**src/rtl/conv_window_gen.sv**
```systemverilog
// Streaming 3x3x3 window generator feeding the convolution array.
// Takes one RGB pixel per handshake in raster order, keeps two line buffers
// and a 3x3 shift window, and emits valid-padded stride-1 patches through a
// single-entry output register.
module conv_window_gen #(
    parameter int IMG_W = 16,
    parameter int IMG_H = 16,
    parameter int CNT_W = 16
) (
    input  logic           clk_i,
    input  logic           rst_n,
    input  logic           pix_valid,
    output logic           pix_ready,
    input  logic           pix_sof,
    input  logic [23:0]    pix_data,
    output logic           win_valid,
    input  logic           win_ready,
    output logic [215:0]   win_data,
    output logic           win_last
);

    localparam int AW = (IMG_W > 1) ? $clog2(IMG_W) : 1;

    // lb1 holds row y-1, lb0 holds row y-2
    logic [23:0]      lb0 [IMG_W];
    logic [23:0]      lb1 [IMG_W];
    // shift window, [row][col], row 0 = top, col 0 = left
    logic [23:0]      win [3][3];
    logic [23:0]      new_col [3];

    logic [CNT_W-1:0] col_cnt;
    logic [CNT_W-1:0] row_cnt;
    logic [CNT_W-1:0] cur_x;
    logic [CNT_W-1:0] cur_y;
    logic [AW-1:0]    lb_addr;
    logic             acc;
    logic             emit;
    logic             emit_last;
    logic [215:0]     next_data;

    assign pix_ready = !win_valid || win_ready;
    assign acc       = pix_valid && pix_ready;

    // a start-of-frame pixel is always (0,0), regardless of the counters
    assign cur_x   = pix_sof ? '0 : col_cnt;
    assign cur_y   = pix_sof ? '0 : row_cnt;
    assign lb_addr = cur_x[AW-1:0];

    assign emit      = acc && (cur_x >= CNT_W'(2)) && (cur_y >= CNT_W'(2));
    assign emit_last = (cur_x == CNT_W'(IMG_W - 1)) && (cur_y == CNT_W'(IMG_H - 1));

    // incoming right column: line buffers are read before this cycle's write
    always_comb begin
        new_col[0] = lb0[lb_addr];
        new_col[1] = lb1[lb_addr];
        new_col[2] = pix_data;
    end

    // patch as it will look after this cycle's shift, packed pixel by pixel
    always_comb begin
        next_data = '0;
        for (int unsigned r = 0; r < 3; r++) begin
            next_data[(r*3+0)*24 +: 24] = win[r][1];
            next_data[(r*3+1)*24 +: 24] = win[r][2];
            next_data[(r*3+2)*24 +: 24] = new_col[r];
        end
    end

    // line buffer update: old row y-1 moves down to y-2, new pixel becomes y-1
    always_ff @(posedge clk_i) begin
        if (acc) begin
            lb0[lb_addr] <= lb1[lb_addr];
            lb1[lb_addr] <= pix_data;
        end
    end

    // shift each window row left and load the new right column
    always_ff @(posedge clk_i) begin
        if (acc) begin
            for (int unsigned r = 0; r < 3; r++) begin
                win[r][0] <= win[r][1];
                win[r][1] <= win[r][2];
                win[r][2] <= new_col[r];
            end
        end
    end

    // raster position counters, wrapping at the frame edges
    always_ff @(posedge clk_i or negedge rst_n) begin
        if (!rst_n) begin
            col_cnt <= '0;
            row_cnt <= '0;
        end else if (acc) begin
            if (cur_x == CNT_W'(IMG_W - 1)) begin
                col_cnt <= '0;
                row_cnt <= (cur_y == CNT_W'(IMG_H - 1)) ? '0 : cur_y + CNT_W'(1);
            end else begin
                col_cnt <= cur_x + CNT_W'(1);
                row_cnt <= cur_y;
            end
        end
    end

    // single-entry output register; drain and reload can happen together
    always_ff @(posedge clk_i or negedge rst_n) begin
        if (!rst_n) begin
            win_valid <= 1'b0;
            win_last  <= 1'b0;
            win_data  <= '0;
        end else if (emit) begin
            win_valid <= 1'b1;
            win_last  <= emit_last;
            win_data  <= next_data;
        end else if (win_ready) begin
            win_valid <= 1'b0;
        end
    end

endmodule
```
**config.mk**
```make
export PLATFORM = sky130hd
export DESIGN_NAME = conv_window_gen
export DESIGN_NICKNAME = d
export VERILOG_FILES = /design/src/rtl/conv_window_gen.sv
export SDC_FILE = /design/constraint.sdc
export NUM_CORES = 1
export LEC_CHECK = 0
export BUFFER_PORTS_ARGS = -buffer_cell sky130_fd_sc_hd__buf_2
export CORE_AREA = 3 3 396 398
export DETAILED_ROUTE_END_ITERATION = 8
export DIE_AREA = 0 0 399 401
export PLACE_DENSITY_LB_ADDON = 0.08
export SYNTH_ARGS = -nofsm -noshare
export SYNTH_HDL_FRONTEND = slang
export SYNTH_SLANG_ARGS = --single-unit
```
**constraint.sdc**
```tcl
create_clock -name clk_i -period 17.98 [get_ports clk_i]
set_input_delay 3.596 -clock clk_i [delete_from_list [all_inputs] [get_ports clk_i]]
set_output_delay 3.596 -clock clk_i [all_outputs]
set_load 0.03 [all_outputs]
```
Yosys cells after proc, flatten, opt, wreduce, memory -nomap -nowiden
Memory sizes are Yosys's and may differ from the RTL's.
Index checks and enable logic that the tools add are counted.

operators by class
  reductions and logical operators = 7
  order comparisons = 2
  multiplexer cells = 9
  add/sub/neg operators = 2
  equal/unequal tests = 2

operators with widths
  cell                                                                count
  two-way mux 16 bit                                                  5
  adder 16 x 1 -> 16 bit, second input constant                       2
  == test 16 x 4 -> 1 bit, second input constant                      2
  greater-or-equal comparator 16 x 2 -> 1 bit, second input constant  2
  logical AND 1 bit                                                   4
  two-way mux 1 bit                                                   4
  nonzero test 2 bit                                                  1
  logical NOT 1 bit                                                   1
  logical OR 1 bit                                                    1

word-level totals
  logic and storage cells = 30
  register bits after elaboration = 250
  memories = 3
  memory bits (writable) = 984

memory list
  name  depth  bits a word  rd ports  clocked after Yosys merged registers in  write ports  line  RTL
  lb0   16     24           1         0                                        1            25    logic [23:0] lb0 [IMG_W];
  lb1   16     24           1         0                                        1            26    logic [23:0] lb1 [IMG_W];
  win   3      72           3         0                                        3            28    logic [23:0] win [3][3];

Longest topological paths before layout
Gate-level depths: netlist (run 1).

  depth after elaboration = 6
  depth in mapped cells = 15

Least setup slack after synthesis (run 1)
Ideal clock, no wire load.

  kind = input port to flip-flop
  start = input win_ready
  end = memory lb0[12][0] (enable)
  required time = 17.527 ns
  setup time = 0.453 ns
  buffers on the path = 1
  arrival time = 11.150 ns
  path slack = 6.377 ns
  stages = 6
  cells stage by stage = nand2b_1 nand2_1 inv_1 buf_1 nand2_1 nor2_1

on the way
  cells in the longest elaborated chain, start to end = 4

ends and longest elaborated chain
  what                                     line  RTL
  from (decl)                              17    input logic win_ready,
  logical OR 1 bit                         41    assign pix_ready = !win_valid || win_ready;
  logical AND 1 bit                        42    assign acc = pix_valid && pix_ready;
  named net acc                            36    logic acc;
  two-way mux 1 bit                        71    if (acc) begin
  two-way mux 1 bit (not written as such)  72    lb0[lb_addr] <= lb1[lb_addr];
  to (decl)                                25

The timed path passes the listed nets, and every way through them passes these cells.

Final worst setup path (run 1)
  start = input pix_sof
  end = register win_data[31] (read register of win)

on the way
  cells in the longest elaborated chain, start to end = 4
  elaborated cells on any way between the ends = 6
  those cells by class = 2 x order compare; 2 x mux; 2 x reduce/logical

ends and longest elaborated chain
  what                                         line  RTL
  from (decl)                                  14    input logic pix_sof,
  two-way mux 16 bit                           45    assign cur_x = pix_sof ? '0 : col_cnt;
  greater-or-equal comparator 16 x 2 -> 1 bit  49    assign emit = acc && (cur_x >= CNT_W'(2)) && (cur_y >= CNT_W'(2));
  logical AND 1 bit                            49
  logical AND 1 bit *                          49
  to (decl)                                    18    output logic [215:0] win_data,

Every way passes the cells marked *; elsewhere a longest branch is shown, timed or not.
A chain may end at the register's enable or synchronous reset.

==> summary.md, run 1 <==
| Metric | Value |
|---|---|
| Post-synthesis cell type count | 62 |
| Initial core utilization | 0.290 |
| Layout Area Growth over Synthesis | 18.0% |
| Worst endpoint data arrival time | 8860 ps |
| Reg clk slew, reported paths | roughly 60 ps |
| Hold buffer count at CTS | 0 |
| Fillers | between 10,000 and 15,000 |
| Syn Nets | 2,627 |
| GRT Residual Overflow | 0 |
| Via Count | around 25,000 |
| WP data required | 18,600 ps |
| Setup bufs post-CTS | 0 |
| Peak supply drop | roughly 0.09 mV |
| Crit path max fanout | 78 |
| PwrDens | between 150 and 200 mW/mm^2 |
| Pin count of the biggest net entering global routing | around 100 |
| Fin crit share | 0.458 |
| LEAKAGE | 18.5 nW |
| H-Tree Depth | 4 |
| Sequential area share after synthesis | 0.756 |
| Initial DRC Count | 1,485 |
| NumNets Final | a little under 3,000 |
| Die Area | approximately 0.16 mm^2 |
| Min Hold Slack | between 400 and 500 ps |
| Cts bufs inserted | approximately 140 |
| Cell area after placement | around 0.048 mm^2 |
| Number of flops mapped to enable cells by yosys | between 900 and 1,000 |
| Worst r2r path cells | 9 |
| Avg WL per Cell | 25.2 um |
| Crit path cell chain | buf_4, nand2b_4, clkinv_1, ha_1, or4_1, nor4_2, a211o_4, buf_4, buf_4, mux2_2 |
| Die Width | roughly 400 um |
| Mapped cell area | 0.0445 mm^2 |
| Hpwl dp | 71,900 um |
| Syn avg cell area | roughly 17 um^2 |
| Clock Skews | about 27 ps |
| Status | finished clean |
| Drt via density | around 4.9 |
| Area leader, netlist | edfxtp_1 |
| Top post-synthesis cells by area | edfxtp_1 (62%), dfrtp_1 (14%), mux2_2 (7.3%), mux2i_1 (2.9%), a211oi_1 (1.3%) |
| RSZ-0062 raised after global routing | no |
| Worst setup margin | 9750 ps |
| Rows | 144 |
| Hold Path Stages | 0 |
| Final instance area | 0.0525 mm^2 |
| Setup WS pre-CTS | slightly below 9000 ps |
| Yosys top cell area share | 0.616 |
| Post-CTS resize count | 0 |
| Root Buffer | clkbuf_16 |
| Die height | ~400 um |
| Final hold violations | 0 |
| Skew-Pair Late Insertion Delay | approximately 760 ps |
| Count leader, synth | edfxtp_1 |
| DRC viols | 0 |
| CP Capture Type | flip-flop |
| Routability cong. | ~0.73 |
| Slowest-stage cell, CP | buf_4 |
| MaxCap Viol Count | 0 |
| Top_reg_cell synth | edfxtp_1 |
| First-pass GRT wire length | ~180,000 um |
| Number of port buffers | about 250 |
| Max Clock Freq | between 100 and 150 MHz |
| Initial antenna violation count | 11 |
| Vias in the first global route | 25,500 |
| First-pass DRT Iterations | 5 |
| Setup TNS | 0 ps |
| Slew Limit Headroom | 0.270 |
| Core area | ~0.15 mm^2 |
| TritonCTS clock tree | yes |
| Layout cell share with drive strength beyond 1 | 0.279 |
| Post-Syn Instances | 2,592 |
| Worst Setup Path Type | primary input to flip-flop |
| Crit path time final | 8230 ps |
| Asr flop ratio synth | 0.215 |
| Startpoint Class | primary input |
| Slowest stage delay, CP | 900 ps |
| Worst-Margin Slew | approximately 1100 ps |
| I/O pin cnt | approximately 250 |
| Yosys reg bits | around 1,200 |
| Sinks on Clock Net | 1,162 |
| DRT antenna net count | 0 |
| Synth top cells by count | edfxtp_1 (912), mux2_2 (288), dfrtp_1 (250) |
| WL final | 127,000 um |
| Slew Limit Fails | 0 |
| # setup viols final | 0 |
| HP Class | flip-flop to flip-flop |
| Maximum root-to-sink buffer count | 3 |
| Global Route Usage Sum | 0.158 |
| Synth warn | 0 |
| Most used cell, CP | buf_4 |
-- worst max-delay path: cells and delay by family --
kind	cells	cell delay (ps)
AND/OR/NAND/NOR	3	1520
AO/OA/AOI/OAI	1	530
adder cells (fa/ha/maj)	1	270
buffers and inverters	4	2310
multiplexers	1	430
-- power breakdown --
group          leakage, nW  internal (W)  switching [W]  total (W)
Clock                 2.13       0.00159        0.00110    0.00270
Sequential            11.4       0.00337       0.000186    0.00356
Combinational         4.94      0.000565        0.00132    0.00188
-- layout make-up --
cell class                      instances  area [um^2]  area share
Antenna cell                            3         7.51    0.000143
Clock buffer                          204         3850      0.0734
Clock inverter                         51          549      0.0105
Inverter                               15         63.8     0.00121
Multi-Input combinational cell       1251        10200       0.193
Sequential cell                      1162        33700       0.641
Tap cell                             2044         2560      0.0487
Timing Repair Buffer                  304         1680      0.0319
-- routing by layer --
metal  global-route usage  routed length [um]
met4               0.0430                2710
met3               0.0267                5890
met2                0.252               59300
met1                0.222               59000
met5                    0                  13
-- worst paths after layout --
check                                start            to  slack (ps)
worst max register to register  col_cnt[1]  win_data[31]       12660
max in group asynchronous            rst_n   win_data[7]       12930
worst max-delay path               pix_sof  win_data[31]        9750
min in group asynchronous            rst_n   row_cnt[10]        2770
worst min register to register   win[2][8]    win[2][32]         440
worst min-delay path             win[2][8]    win[2][32]         440
-- per-stage QoR --
step / cells / total power [W] / util
finish: 5034 / 0.00814 / 0.342
global route: 5031 / 0.00852 / 0.342
CTS: 5031 / 0.00829 / 0.342
detailed placement: 4776 / 0.00555 / 0.313
global placement: 4776 / 0.00552 / 0.313
floorplan: 2592 / 0.00476 / -
-- state kept, by name (all words and copies together), names as in the netlist --
| signal | count |
|---|---|
| col_cnt | 16 |
| row_cnt | 16 |
| win_data | 216 |
| lb0 | 384 |
| win_last | 1 |
| win | 144 |
| lb1 | 384 |
| win_valid | 1 |
-- cell families (layout without fill, tap and decap cells) --
logic type      count (synthesis)  after routing  synth area share
mux                           433            433             0.106
fa+ha+maj                       6              6           0.00169
simple gates                  298            298            0.0361
other cells                     0              3                 0
compound gates                514            514            0.0801
buf+inv                       179            574            0.0198
flops                        1162           1162             0.756
-- cells in the final DEF (no fill, tap or decap), types with 16 or more instances in the layout --
master	instances
mux2_2	288
a22oi_1	26
mux2i_1	131
nor2_1	45
edfxtp_1	912
nor2_4	16
clkinv_1	16
clkbuf_16	139
o21ai_0	107
a211o_1	16
and3b_1	24
o221ai_1	36
clkbuf_1	52
o22ai_1	41
nor2b_1	29
buf_2	245
buf_4	58
a221oi_1	21
nand2_1	88
a211oi_1	77
dfrtp_1	247
a21oi_1	66
Power figures use the tool's default switching activity.
==> run 2, diff against run 1 <==
==> constraint.sdc (replaced) <==
create_clock -name clk_i -period 8.5 [get_ports clk_i]
set_input_delay 1.7 -clock clk_i [delete_from_list [all_inputs] [get_ports clk_i]]
set_output_delay 1.7 -clock clk_i [all_outputs]
set_load 0.03 [all_outputs]
==> run 2 against run 1 <==
Global-route usage barely moved; register-to-register slack got worse by 8700 ps; count of clock-buffer cells in the layout fell by 9.
==> summary.md, run 2 (same netlist as run 1, synthesis figures left out) <==
| Metric | Value |
|---|---|
| Status | finished clean |
| Die Area | 0.160 mm^2 (unchanged) |
| Worst r2r path cells | 8 (-1) |
| Initial antenna violation count | 7 (-4) |
| Peak supply drop | 0.204 mV (+130%) |
| Avg WL per Cell | 25.2 um (about the same) |
| CP Capture Type | flip-flop |
| Multi-input gate area | 0.0102 mm^2 (-0.11%) |
| PwrDens | 328 mW/mm^2 (+110%) |
| RSZ-0062 raised after global routing | no |
| H-Tree Depth | 4 (unchanged) |
| Most frequent cells in the layout | edfxtp_1 (912), mux2_2 (288), dfrtp_1 (247) |
| Fin cells | 5,035 (+0.020%) |
| Drt via density | 4.84 (-0.68%) |
| Worst endpoint data arrival time | 5920 ps (-2940 ps) |
| First-pass GRT wire length | 184,000 um (-0.38%) |
| Slew Limit Fails | 0 (unchanged) |
| First-pass DRT Iterations | 5 (unchanged) |
| Skew-Pair Late Insertion Delay | 760 ps (about the same) |
| DRT antenna net count | 0 (unchanged) |
| Root Buffer | clkbuf_16 |
| DRC viols | 0 (unchanged) |
| WL final | 127,000 um (about the same) |
| Worst Setup Path Type | primary input to flip-flop |
| Reg area | 0.0337 mm^2 (unchanged) |
| Setup bufs post-CTS | 0 (unchanged) |
| Die Width | 399 um (unchanged) |
| Commonest non-fill, non-tap cell in the layout | edfxtp_1 |
| Initial DRC Count | 1,453 (-2.2%) |
| Layout Utilization | 0.342 (+0.000391) |
| NumNets Final | 2,913 (+0.24%) |
| P_sw | 0.00555 W (+110%) |
| Pin count of the biggest net entering global routing | 130 (+27%) |
| FF-to-FF setup slack | 3960 ps (-8700 ps) |
| Hold_sp | win[2][22] |
| Via Count | 24,400 (-0.66%) |
| Fillers | 14,700 (unchanged) |
| Crit path max fanout | 83 (+6.4%) |
| Number of port buffers | 247 (unchanged) |
| Pint | 0.0117 W (+110%) |
| Final hold violations | 0 (unchanged) |
| Placed instance count | 4,782 (+0.13%) |
| Post-CTS resize count | 0 (unchanged) |
| Clock Skews | 21.4 ps (-5.46 ps) |
| Hold Path Stages | 0 (unchanged) |
| I/O pin cnt | 248 (unchanged) |
| GRT Residual Overflow | 0 (unchanged) |
| Crit path time final | approximately 5300 ps |
| Layout cell share with drive strength beyond 1 | 0.281 (+0.00191) |
| Startpoint Class | primary input |
| Hold buffer count at CTS | 0 (unchanged) |
| Sw frac | 0.322 (+0.00161) |
| Vias in the first global route | 25,400 (-0.53%) |
| Fin crit share | 0.623 |
| TritonCTS clock tree | yes |
| WP data required | 9130 ps (-9470 ps) |
| Routability cong. | 0.735 (+1.3%) |
| Global Route Usage Sum | 0.157 (-0.000478) |
| WHS Endpoint | win[2][46] |
| HP Class | flip-flop to flip-flop |
| Clk pwr share | 0.332 (about the same) |
| Max Clock Freq | 189 MHz |
| Core area | 0.154 mm^2 (unchanged) |
| Comb pwr share | 0.232 (about the same) |
| FF-to-FF End | lb1[9][6] |
| MaxCap Viol Count | 0 (unchanged) |
| Maximum root-to-sink buffer count | 3 (unchanged) |
| Reg clk slew, reported paths | 60 ps (about the same) |
| LEAKAGE | 18.5 nW (+0.24%) |
| # setup viols final | 0 (unchanged) |
| Reg power frac | 0.436 (about the same) |
| Worst-Margin Slew | 1330 ps (+236 ps) |
| Hpwl dp | 74,700 um (+3.9%) |
| Layout Area Growth over Synthesis | 18.2% |
| Slew Limit Headroom | 0.106 (-0.163) |
| Cts bufs inserted | 138 (+0.73%) |
| Initial core utilization | 0.290 (unchanged) |
| Rows | 144 (unchanged) |
| Largest regs | lb0: 384 flops, lb1: 384 flops, win_data: 216 flops |
| Die height | 401 um (unchanged) |
| Sinks on Clock Net | 1,162 (unchanged) |
| Min Hold Slack | 440 ps (-4.00 ps) |
| Setup TNS | 0 ps (unchanged) |
| Reg2reg start | col_cnt[0] |
[run 2: cell count changes in the layout (fill, tap and decap cells not counted), sizes merged]
cell    previous run  this run
buf              304       310
bufinv             7         5
inv               21        22
clkbuf           204       195
clkinv            36        41
[run 2: how the worst max path moves through the flow]
stage	startpoint	endpoint	slack (ps)	depth (start not counted)
after floorplan	win_ready	lb0[0][0]	1130	6
after global placement	pix_sof	win_data[213]	2360	9
after detailed placement	pix_sof	win_data[213]	2390	9
after CTS	pix_sof	win_data[152]	3230	9
after global routing	pix_sof	win_data[202]	2930	9
final	pix_sof	win_data[198]	3200	9
[run 2: power by group through the flow]
stage          registers (W)  clock network (W)  logic (W)
3_5_place_dp         0.00766                  0    0.00410
6_report             0.00752            0.00572    0.00401
5_1_grt              0.00762            0.00616    0.00430
2_1_floorplan        0.00855                  0    0.00151
4_1_cts              0.00755            0.00593    0.00411
3_3_place_gp         0.00765                  0    0.00407
[run 2: cell type report]
class	count	area share
Inverter	15	0.00121
Clock buffer	195	0.0740
Timing Repair Buffer	310	0.0332
Antenna cell	3	0.000143
Clock inverter	55	0.00971
Multi-Input combinational cell	1251	0.193
Sequential cell	1162	0.640
Tap cell	2044	0.0486
[run 2: critical path, cell delays in order]
cell and delay (ps):
buf_4 330, nand2b_4 560, clkinv_1 210, ha_1 280, or4_1 540, nor4_2 330, a211o_4 490, buf_4 900
mux2_2 420
[run 2: stage by stage]
stage / setup slack [ps] / instance area [um^2] / power, W
floorplan: 1130 / 44500 / 0.0101
global placement: 2360 / 48200 / 0.0117
detailed placement: 2390 / 48200 / 0.0118
CTS: 3230 / 52600 / 0.0176
global route: 2930 / 52600 / 0.0181
finish: 3200 / 52600 / 0.0173
[run 2: routing by layer]
metal | GRT usage | share of wire
met1 | 0.219 | 0.46
met3 | 0.0281 | 0.043
met4 | 0.0440 | 0.022
met2 | 0.253 | 0.47
met5 | 0 | 0.000094
